File: config.mk
export PLATFORM = sky130hd
export DESIGN_NAME = can_tx_frame_loader
export DESIGN_NICKNAME = d
export VERILOG_FILES = /design/src/rtl/can_tx_frame_loader.sv
export SDC_FILE = /design/constraint.sdc
export NUM_CORES = 1
export LEC_CHECK = 0
export ABC_CLOCK_PERIOD_IN_PS = 1480
export CORE_UTILIZATION = 35
export DETAILED_ROUTE_END_ITERATION = 7
export HOLD_SLACK_MARGIN = 0.06
export PLACE_DENSITY = 0.82
export RECOVER_POWER = 100
export SYNTH_ARGS = -nofsm -noshare
export SYNTH_HDL_FRONTEND = slang
export SYNTH_SLANG_ARGS = --single-unit
File: constraint.sdc
create_clock -name i_sys_clk -period 1.48 [get_ports i_sys_clk]
set_input_delay 0.148 -clock i_sys_clk [delete_from_list [all_inputs] [get_ports i_sys_clk]]
set_output_delay 0.148 -clock i_sys_clk [all_outputs]
set_load 0.02 [all_outputs]
File: src/rtl/can_tx_frame_loader.sv
// can_tx_frame_loader: pops packed CAN frames from the Tx FIFO, unpacks them
// into header/data fields and offers them to the bit-stream transmitter,
// retrying on arbitration loss or bus error up to MAX_RETRY times.
module can_tx_frame_loader #(
  parameter int DATA_WIDTH = 128,
  parameter int MAX_RETRY  = 3,
  parameter int CNT_WIDTH  = 16
) (
  input  logic                  i_sys_clk,
  input  logic                  i_reset_n,
  input  logic                  i_fifo_empty,
  input  logic [DATA_WIDTH-1:0] i_fifo_r_data,
  output logic                  o_fifo_r_en,
  output logic                  o_frame_valid,
  output logic [28:0]           o_id,
  output logic                  o_ide,
  output logic                  o_rtr,
  output logic [3:0]            o_dlc,
  output logic [3:0]            o_len,
  output logic [63:0]           o_data,
  input  logic                  i_tx_ack,
  input  logic                  i_tx_done,
  input  logic                  i_tx_arb_lost,
  input  logic                  i_tx_error,
  input  logic                  i_abort_req,
  output logic                  o_tx_ok,
  output logic                  o_tx_abort,
  output logic                  o_busy,
  output logic [CNT_WIDTH-1:0]  o_tx_ok_count
);

  // Retry counter must hold 0..MAX_RETRY; keep at least one bit for single-shot.
  localparam int RW = (MAX_RETRY < 1) ? 1 : $clog2(MAX_RETRY + 1);

  typedef enum logic [2:0] {
    ST_IDLE,
    ST_POP,
    ST_CAPT,
    ST_PRESENT,
    ST_WAIT
  } state_t;

  state_t        state;
  state_t        state_nxt;
  logic [RW-1:0] retry_cnt;
  logic          abort_pend;
  logic          ok_nxt;
  logic          abort_nxt;
  logic          retry_inc;
  logic          retry_ok;
  logic          fail_evt;
  logic [3:0]    cap_dlc;
  logic          cap_rtr;
  logic [3:0]    cap_len;
  logic          unused_reserved;

  assign retry_ok        = (retry_cnt < RW'(MAX_RETRY));
  assign fail_evt        = i_tx_error | i_tx_arb_lost;
  assign unused_reserved = ^i_fifo_r_data[63:35];

  // Moore outputs decoded straight from the state register.
  assign o_fifo_r_en   = (state == ST_POP);
  assign o_frame_valid = (state == ST_PRESENT);
  assign o_busy        = (state != ST_IDLE);

  // Payload length: clamp DLC to 8 bytes, and remote frames carry no payload.
  always_comb begin
    cap_dlc = i_fifo_r_data[34:31];
    cap_rtr = i_fifo_r_data[30];
    cap_len = cap_dlc;
    if (cap_rtr) begin
      cap_len = 4'd0;
    end else if (cap_dlc > 4'd8) begin
      cap_len = 4'd8;
    end
  end

  // State register.
  always_ff @(posedge i_sys_clk) begin
    if (!i_reset_n) begin
      state <= ST_IDLE;
    end else begin
      state <= state_nxt;
    end
  end

  // Next-state logic plus the one-shot completion/abort/retry decisions.
  always_comb begin
    state_nxt = state;
    ok_nxt    = 1'b0;
    abort_nxt = 1'b0;
    retry_inc = 1'b0;
    case (state)
      ST_IDLE: begin
        if (!i_fifo_empty) begin
          state_nxt = ST_POP;
        end
      end
      ST_POP: begin
        state_nxt = ST_CAPT;
      end
      ST_CAPT: begin
        state_nxt = ST_PRESENT;
      end
      ST_PRESENT: begin
        if (i_abort_req) begin
          state_nxt = ST_IDLE;
          abort_nxt = 1'b1;
        end else if (i_tx_ack) begin
          state_nxt = ST_WAIT;
        end
      end
      ST_WAIT: begin
        if (fail_evt) begin
          if (abort_pend || !retry_ok) begin
            state_nxt = ST_IDLE;
            abort_nxt = 1'b1;
          end else begin
            state_nxt = ST_PRESENT;
            retry_inc = 1'b1;
          end
        end else if (i_tx_done) begin
          state_nxt = ST_IDLE;
          ok_nxt    = 1'b1;
        end
      end
      default: begin
        state_nxt = ST_IDLE;
      end
    endcase
  end

  // Frame field capture, retry bookkeeping, pending abort and result pulses.
  always_ff @(posedge i_sys_clk) begin
    if (!i_reset_n) begin
      o_id          <= '0;
      o_ide         <= 1'b0;
      o_rtr         <= 1'b0;
      o_dlc         <= '0;
      o_len         <= '0;
      o_data        <= '0;
      o_tx_ok       <= 1'b0;
      o_tx_abort    <= 1'b0;
      o_tx_ok_count <= '0;
      retry_cnt     <= '0;
      abort_pend    <= 1'b0;
    end else begin
      o_tx_ok    <= ok_nxt;
      o_tx_abort <= abort_nxt;
      if (ok_nxt) begin
        o_tx_ok_count <= o_tx_ok_count + CNT_WIDTH'(1);
      end
      if (state == ST_CAPT) begin
        o_id       <= i_fifo_r_data[28:0];
        o_ide      <= i_fifo_r_data[29];
        o_rtr      <= cap_rtr;
        o_dlc      <= cap_dlc;
        o_len      <= cap_len;
        o_data     <= i_fifo_r_data[127:64];
        retry_cnt  <= '0;
        abort_pend <= 1'b0;
      end
      if (retry_inc) begin
        retry_cnt <= retry_cnt + RW'(1);
      end
      if (state == ST_WAIT) begin
        if (state_nxt == ST_IDLE) begin
          abort_pend <= 1'b0;
        end else if (state_nxt == ST_WAIT && i_abort_req) begin
          abort_pend <= 1'b1;
        end
      end
    end
  end

endmodule

==> results.json <==
{
  "violations": "setup timing",
  "syn_nets": 717,
  "regArea_um2": 2570,
  "powerDensity_nw_per_um2": 1050,
  "worst_hold_slack_ns": 0.289,
  "p_seq_frac": 0.405,
  "startpoint_type": "register",
  "crit_arrival_ns": 1.94,
  "die-area_um2": 13800,
  "worstHoldPathType": "in -> reg",
  "mostFrequentLayoutCell": "nand2_1",
  "rr_worst_depth": 4,
  "placement.io_buffers": 230,
  "fin_nets": 1002,
  "max_freq_mhz": 623,
  "cts_sinks": 127,
  "dpl-instance-area_um2": 7510,
  "synth_cell_types": 38,
  "cp-end-kind": "register",
  "syn_area_per_cell_um2": 8.03,
  "yosysSeqAreaShare": 0.547,
  "initialDrtViolationCount": 233,
  "syn-cell-area_um2": 4650,
  "p_leak_nw": 3.75,
  "clk_pin_slew_ns": 0.05,
  "setup_violations": 104,
  "final_cell_mix": "194 x nand2_1, 120 x dlygate4sd2_1, 119 x dfxtp_1",
  "multi_input_area_um2": 2250,
  "grt_overflow_total": 0,
  "path_class": "reg -> reg",
  "remaining_drc_errors": 0,
  "wl_per_cell_um": 14.8,
  "crit_fanout": 6,
  "timing.final.crit_share": 1.08,
  "slew_headroom": 0.793,
  "r2r_end": "o_tx_ok_count[13]$_SDFFE_PN0P_",
  "die_w_um": 117,
  "grt_pass1_wl_mm": 21.3,
  "area_growth_pct": 85.5,
  "synth_cells": 579,
  "gp_congestion": 0.807,
  "tightest_slew_ns": 0.311,
  "n_antenna_cell": 0,
  "min_to": "o_id[0]$_SDFFE_PN0P_",
  "dp_hpwl_mm": 9.53,
  "initial_utilization": 0.364,
  "r2r-start": "o_tx_ok_count[6]$_SDFFE_PN0P_",
  "vias": 5043,
  "antenna_found_initial": 0,
  "dr.pass1.iters": 5,
  "ant_nets": 0,
  "hold_violations": 0,
  "fillers": 1022,
  "post-route-min-period_ns": 1.60,
  "rrSetupSlack_ns": -0.12,
  "cts_tree": "done",
  "rsz0062_at_grt": "yes",
  "hp-start": "i_fifo_r_data[0]",
  "drive_gt1_frac": 0.194,
  "avgViaCountPerCell": 4.82,
  "clkLatencyLatePin_ns": 0.40,
  "fp-row-count": 41,
  "synth_ff_type": "dfxtp_1",
  "status": "finished, violations left",
  "final-max-slew-violation-count": 0,
  "grt_pass1_vias": 4650,
  "ios": 260,
  "grt_usage": 0.201,
  "ir_worst_vdd_mv": 1.14,
  "p_sw_w": 0.00228,
  "finalInstanceArea_um2": 8630,
  "internal_power_w": 0.00676,
  "required_ns": 1.82,
  "clock_power_share": 0.417,
  "synth_async_sr_flop_share": 0,
  "setup_ws_ns": -0.125,
  "cap_violations": 0,
  "grt_start_max_net_pins": 64,
  "htreeDepth": 4,
  "clk_path_buf_depth": 2,
  "cts-root-buf": "clkbuf_16",
  "combPwrFrac": 0.178,
  "hold_depth": 3,
  "yosysWarnings": 0,
  "cts_buffers": 17,
  "die_y_um": 117,
  "fp.coreArea_um2": 12800,
  "p_sw_frac": 0.253,
  "finalClockSkew_ns": 0.00859,
  "drt_wl_total_mm": 15.5,
  "cts_hold_buffers": 0,
  "synth_seq_cells": 127,
  "synth_edf_count": 0
}
[Yosys cell counts, types with 2 or more instances]
master | n | share of area
a21oi_1 | 113 | 0.12
and2_1 | 5 | 0.0067
buf_2 | 12 | 0.013
clkbuf_1 | 27 | 0.022
dfxtp_1 | 127 | 0.55
ha_1 | 2 | 0.0054
mux2i_1 | 2 | 0.0043
nand2_1 | 208 | 0.17
nand2b_1 | 2 | 0.0027
nand3_1 | 11 | 0.012
nand3b_1 | 2 | 0.0032
nand4_1 | 5 | 0.0067
nor2_1 | 14 | 0.011
nor3_1 | 2 | 0.0022
o21a_1 | 3 | 0.0048
o21ai_0 | 8 | 0.0086
o311ai_0 | 2 | 0.0038
o31ai_1 | 3 | 0.0048
o41ai_1 | 2 | 0.0038
or3_1 | 6 | 0.0081
or4_1 | 2 | 0.0032
xor2_1 | 5 | 0.0094
[sequential cells by signal, indices dropped and copies added, names as in the netlist]
register       count
abort_pend         1
o_data            64
o_dlc              4
o_id              29
o_ide              1
o_len              4
o_rtr              1
o_tx_abort         1
o_tx_ok            1
o_tx_ok_count     16
retry_cnt          2
state              3
[worst max-delay path: stages, from the launching register on]
cell and delay (ns):
dfxtp_4 0.34, and4_4 0.22, nand4_1 0.24, or4_1 0.60
a21oi_2 0.15
[how the worst max path moves through the flow]
stage,from,end,cells after the start,slack [ns]
after detailed placement,i_tx_error,o_tx_ok_count[13]$_SDFFE_PN0P_,5,-0.32
after CTS,state[2]$_SDFF_PN0_,retry_cnt[0]$_SDFFE_PN0P_,4,-0.09
final,o_tx_ok_count[6]$_SDFFE_PN0P_,o_tx_ok_count[13]$_SDFFE_PN0P_,4,-0.12
after global placement,i_tx_error,o_tx_ok_count[13]$_SDFFE_PN0P_,5,-0.29
after global routing,o_tx_ok_count[6]$_SDFFE_PN0P_,o_tx_ok_count[14]$_SDFFE_PN0P_,5,-0.23
after floorplan,state[2]$_SDFF_PN0_,retry_cnt[0]$_SDFFE_PN0P_,5,-0.05
[layout make-up]
cell class,instances,share of cell area
Timing Repair Buffer,304,0.353
Sequential cell,127,0.298
Multi-Input combinational cell,412,0.261
Clock buffer,23,0.0542
Tap cell,172,0.0249
Clock inverter,7,0.00754
Inverter,2,0.00102
[per-layer routing]
metal | vias up | global-route usage | wire length [um]
met4 | 0 | 0.0776 | 185
li1 | 2504 | - | -
met3 | 14 | 0.0808 | 1190
met1 | 2355 | 0.228 | 6410
met2 | 170 | 0.337 | 7760
met5 | - | 0 | 0
[metrics by stage]
step           cells  power, W   util  worst slack (ns)  TNS, ns
2_1_floorplan    579   0.00435      -           -0.0469  -0.0642
3_3_place_gp     990   0.00516  0.588            -0.295    -5.77
3_5_place_dp     990   0.00518  0.588            -0.320    -5.49
4_1_cts         1028   0.00887  0.629           -0.0872   -0.691
5_1_grt         1047   0.00941  0.675            -0.234   -10.74
6_report        1047   0.00904  0.675            -0.125    -4.51
[power groups by stage]
stage	registers, W	logic (W)	clock network, W
CTS	0.00366	0.00137	0.00385
finish	0.00366	0.00161	0.00377
global route	0.00368	0.00172	0.00401
global placement	0.00373	0.00144	0
detailed placement	0.00374	0.00145	0
floorplan	0.00393	0.000420	0
[cell families after synthesis]
group / Yosys count / share of synthesized area
buffers and inverters: 41 / 0.0363
XOR/XNOR: 5 / 0.00942
AO/OA/AOI/OAI: 136 / 0.157
multiplexers: 2 / 0.00430
flip-flops: 127 / 0.547
adder cells (fa/ha/maj): 2 / 0.00538
AND/OR/NAND/NOR: 266 / 0.241
[timing repair]
action	CTS	global route
pin swaps	12	21
endpoints found under the setup margin	215	107
buffers inserted	8	6
cloned	0	13
gates resized for setup	155	72
Power figures use the tool's default switching activity.
==> RTL edit 1: new RTL, config.mk and constraints unchanged <==
`CNT_WIDTH`: 16 -> 32.
--- a/src/rtl/can_tx_frame_loader.sv
+++ b/src/rtl/can_tx_frame_loader.sv
@@ -4,7 +4,7 @@
 module can_tx_frame_loader #(
   parameter int DATA_WIDTH = 128,
   parameter int MAX_RETRY  = 3,
-  parameter int CNT_WIDTH  = 16
+  parameter int CNT_WIDTH  = 32
 ) (
   input  logic                  i_sys_clk,
   input  logic                  i_reset_n,
Ports: changed (resized o_tx_ok_count); port bits go from 260 to 276. The function was not compared with the original's and may differ.
==> RTL edit 1 against the unedited design <==
The run still ends with setup timing left. Area after synthesis grew 19%. Sequential cell count rose by 16. Maximum frequency shrank 19%. Largest power group is now registers. First-iteration DRC count rose by 33%. Global-route usage is 3.6 points higher. Final area up 25%. Worst hold slack worse by 0.020 ns. Largest cell class unchanged. Setup slack worse by 0.38 ns. Wire length up 41%. Power rose by 11%. Critical path type unchanged. Die area up 19%.
==> RTL edit 1: results (changes against the unedited design) <==
----------------------------------------------------
[Outcome]
  Status ... finished, violations left (unchanged)
  Violations in the final reports ... setup timing (unchanged)

[Hold path]
  Worst hold start ... i_fifo_r_data[111] (was i_fifo_r_data[0])
  Destination of the worst hold path ... o_data[47] (was o_id[0])

[Setup path]
  Launch point of the worst reg-to-reg path ... o_tx_ok_count[13] (was o_tx_ok_count[6])
  Slowest Stage Delay on Critical Path ... 0.55 ns (was 0.60 ns)
  Reg2reg path depth ... 5 (was 4)
  Data arrival time of the critical path ... 2.34 ns (was 1.94 ns)

[Placed design]
  HPWL after DPL ... 12800 um (was 9530 um)
  Placed Cells incl. Taps ... 1189 (was 990)
  Minimum setup slack after placement ... -0.739 ns (was -0.320 ns)
  Final weighted congestion in routability-driven placement ... 0.838 (was 0.807)

[Yosys]
  Top cells by area in the synthesized netlist ... dfxtp_1 52%, nand2_1 15%, a21oi_1 11% (was dfxtp_1 55%, nand2_1 17%, a21oi_1 12%)
  Seq/Total Area, Yosys ... 51.7% (was 54.7%)
  Portion of netlist area occupied by mux cells ... 0.723% (was 0.430%)
  Post-synth net total ... 830 (was 717)
  Post-synthesis adder-cell area fraction ... 0.452% (was 0.538%)
  Cell types with the highest counts after synthesis ... 217 x nand2_1, 143 x dfxtp_1, 125 x a21oi_1, 45 x clkbuf_1 (was 208 x nand2_1, 127 x dfxtp_1, 113 x a21oi_1, 27 x clkbuf_1, 14 x nor2_1)

[Layout]
  Biggest registers after layout ... o_data x64, o_tx_ok_count x32, o_id x29 (was o_data x64, o_id x29, o_tx_ok_count x16)

[STA]
  Worst setup skew after layout ... 0.00709 ns (was 0.00859 ns)
  Worst Slack Setup Final ... -0.503 ns (was -0.125 ns)
  Number of setup violations in the final report ... 139 (was 104)
  Final Hold Slack ... 0.270 ns (was 0.289 ns)
  Slew of the pin with the lowest slew margin ... 0.391 ns (was 0.311 ns)

[Detailed routing]
  First-pass iteration count of the detailed router ... 4 (was 5)
  WL per Instance ... 17.4 um (was 14.8 um)
  Iteration-0 DRC Markers ... 310 (was 233)
  WL met2 ... 11200 um (was 7760 um)
  Routed metal-1 wirelength ... 8600 um (was 6410 um)
  Total met3 wirelength after detailed routing ... 1670 um (was 1190 um)
  Ratio of routed vias to standard cells ... 5.10 (was 4.82)

[GRT]
  Met3 routing resource usage after global routing ... 8.72% (was 8.08%)
  Via count of the first global-routing pass ... 6118 (was 4650)
  Global routing usage summed across all routing layers ... 23.7% (was 20.1%)
  Met2 Resource Use GR ... 41.0% (was 33.7%)
  Fraction of met1 tracks used by global routing ... 26.2% (was 22.8%)

[Clock tree]
  Clock insertion delay at the later pin of the skew report ... 0.42 ns (was 0.40 ns)

[Power and ir drop]
  Clock network power share ... 40.4% (was 41.7%)
  Logic pwr share ... 18.7% (was 17.8%)
  Fraction of power spent switching nets ... 26.6% (was 25.3%)
  Peak supply drop ... 0.795 mV (was 1.14 mV)

----------------------------------------------------
[RTL edit 1: repair_timing]
action                                  in CTS  in global routing
pin swaps                                   13                 74
resized for setup                          210                189
endpoints found under the setup margin     273                118
setup buffers                                9                 20
gates cloned                                 6                 13
[RTL edit 1: cell families (layout without fill, tap and decap cells)]
kind of cell	after synthesis	count (layout)
AOI/OAI and AO/OA	155	155
xor gates and xnor gates	9	9
muxes	4	4
DFF	143	143
adders and majority gates	2	2
and+or+nand+nor	323	326
buffers and inverters	56	412
[RTL edit 1: final cells by class]
type                    count  area (sq um)
fillers                  1142          4570
repair buffers            373          3710
multi-input cells         496          3270
flip-flops and latches    143          2910
clock buffers              21           470
well taps                 211           264
clock inverters            10          85.1
inverters                   8          37.5
[RTL edit 1: through the flow]
step	cell area, sq um	power, W	TNS (ns)
after CTS	9760	0.00970	-9.73
after detailed placement	8930	0.00565	-29.07
after global placement	8930	0.00563	-25.03
after global routing	10700	0.0104	-27.32
after floorplan	5760	0.00482	-10.86
final	10700	0.0100	-20.64
==> RTL edit 2: new RTL, same flow settings <==
Without the edit above. Make the reset (`i_reset_n`) asynchronous in 2 clocked blocks.
--- a/src/rtl/can_tx_frame_loader.sv
+++ b/src/rtl/can_tx_frame_loader.sv
@@ -76,7 +76,7 @@
   end
 
   // State register.
-  always_ff @(posedge i_sys_clk) begin
+  always_ff @(posedge i_sys_clk or negedge i_reset_n) begin
     if (!i_reset_n) begin
       state <= ST_IDLE;
     end else begin
@@ -131,7 +131,7 @@
   end
 
   // Frame field capture, retry bookkeeping, pending abort and result pulses.
-  always_ff @(posedge i_sys_clk) begin
+  always_ff @(posedge i_sys_clk or negedge i_reset_n) begin
     if (!i_reset_n) begin
       o_id          <= '0;
       o_ide         <= 1'b0;
Function: differs if i_reset_n is asserted again (counterexample within 4 cycles, from zero or initial values and one cycle with i_reset_n low); with i_reset_n held inactive, the same outputs for 10 cycles.
==> RTL edit 2 against the unedited design <==
The run still ends with setup timing left. Via count shrank 8.7%. Sequential cell count is the same. Setup slack gained 0.080 ns. Worst hold slack lost 0.026 ns. Maximum frequency grew 5.2%. Critical path type is now reg2out. Register-to-register slack gained 0.09 ns. Final area shrank 2.8%. Core utilization shrank 7.3 points. Area after synthesis grew 8.2%. Wire length shrank 2.9%.
Power is not compared: it rests on default switching activity, and its combinational part moved more than twofold at a synthesized area within 25%.
==> RTL edit 2: results (changes against the unedited design) <==
----------------------------------------------------
[Setup path]
  Highest fanout seen on the critical path ... 5 (was 6)
  Launch point of the worst reg-to-reg path ... state[0] (was o_tx_ok_count[6])
  Worst reg2reg setup slack ... -0.03 ns (was -0.12 ns)

[STA]
  Worst setup skew after layout ... 0.00526 ns (was 0.00859 ns)
  Worst Slack Setup Final ... -0.0450 ns (was -0.125 ns)
  Number of setup violations in the final report ... 3 (was 104)
  Slew of the pin with the lowest slew margin ... 0.683 ns (was 0.311 ns)
  Setup TNS ... -0.0899 ns (was -4.51 ns)

[Layout]
  Finished Layout Cells ... 999 (was 1047)

[Placed design]
  DP Area ... 7700 sq um (was 7510 sq um)
  HPWL after DPL ... 9590 um (was 9530 um)

[Hold path]
  Destination of the worst hold path ... o_data[61] (was o_id[0])
  Worst hold start ... i_fifo_r_data[125] (was i_fifo_r_data[0])

[Detailed routing]
  WL per Instance ... 15.1 um (was 14.8 um)
  WL met2 ... 7620 um (was 7760 um)
  Iteration-0 DRC Markers ... 154 (was 233)
  Total met3 wirelength after detailed routing ... 1200 um (was 1190 um)

[Yosys]
  Portion of netlist area occupied by mux cells ... 0.622% (was 0.430%)
  Top cells by area in the synthesized netlist ... dfrtp_1 63%, nand2_1 24%, xnor2_1 1.4% (was dfxtp_1 55%, nand2_1 17%, a21oi_1 12%)
  Post-synth net total ... 681 (was 717)
  Post-Synthesis Mean Instance Area ... 9.26 sq um (was 8.03 sq um)

[Outcome]
  Violations in the final reports ... setup timing (unchanged)
  Status ... finished, violations left (unchanged)

[Clock tree]
  Setup repair bufs after CTS ... 0 (was 8)
  Quantity of gates resized following cts ... 145 (was 155)
  Quantity of hold-fixing buffers added after cts ... 1 (was 0)

[GRT]
  Via count of the first global-routing pass ... 4659 (was 4650)
  Met3 routing resource usage after global routing ... 7.68% (was 8.08%)
  Fraction of met1 tracks used by global routing ... 21.9% (was 22.8%)

----------------------------------------------------
[RTL edit 2: critical path, cell delays in order, from the launching register on]
cell and delay, ns:
dfrtp_2 0.44, or3_1 0.37, buf_2 0.16
[RTL edit 2: layout make-up]
cell class | instances | area, sq um
multi-input cells | 388 | 1800
inverters | 3 | 11.3
repair buffers | 269 | 2590
clock inverters | 11 | 114
well taps | 180 | 225
flip-flops and latches | 127 | 3180
fillers | 1234 | 5550
clock buffers | 21 | 470
[RTL edit 2: worst max path at each step]
stage,to,slack (ns),cells after the start
2_1_floorplan,o_tx_ok_count[1],-0.04,5
6_report,o_busy,-0.05,2
3_5_place_dp,retry_cnt[1],-0.28,5
5_1_grt,o_busy,-0.1,2
4_1_cts,o_busy,-0.08,2
3_3_place_gp,retry_cnt[1],-0.25,5
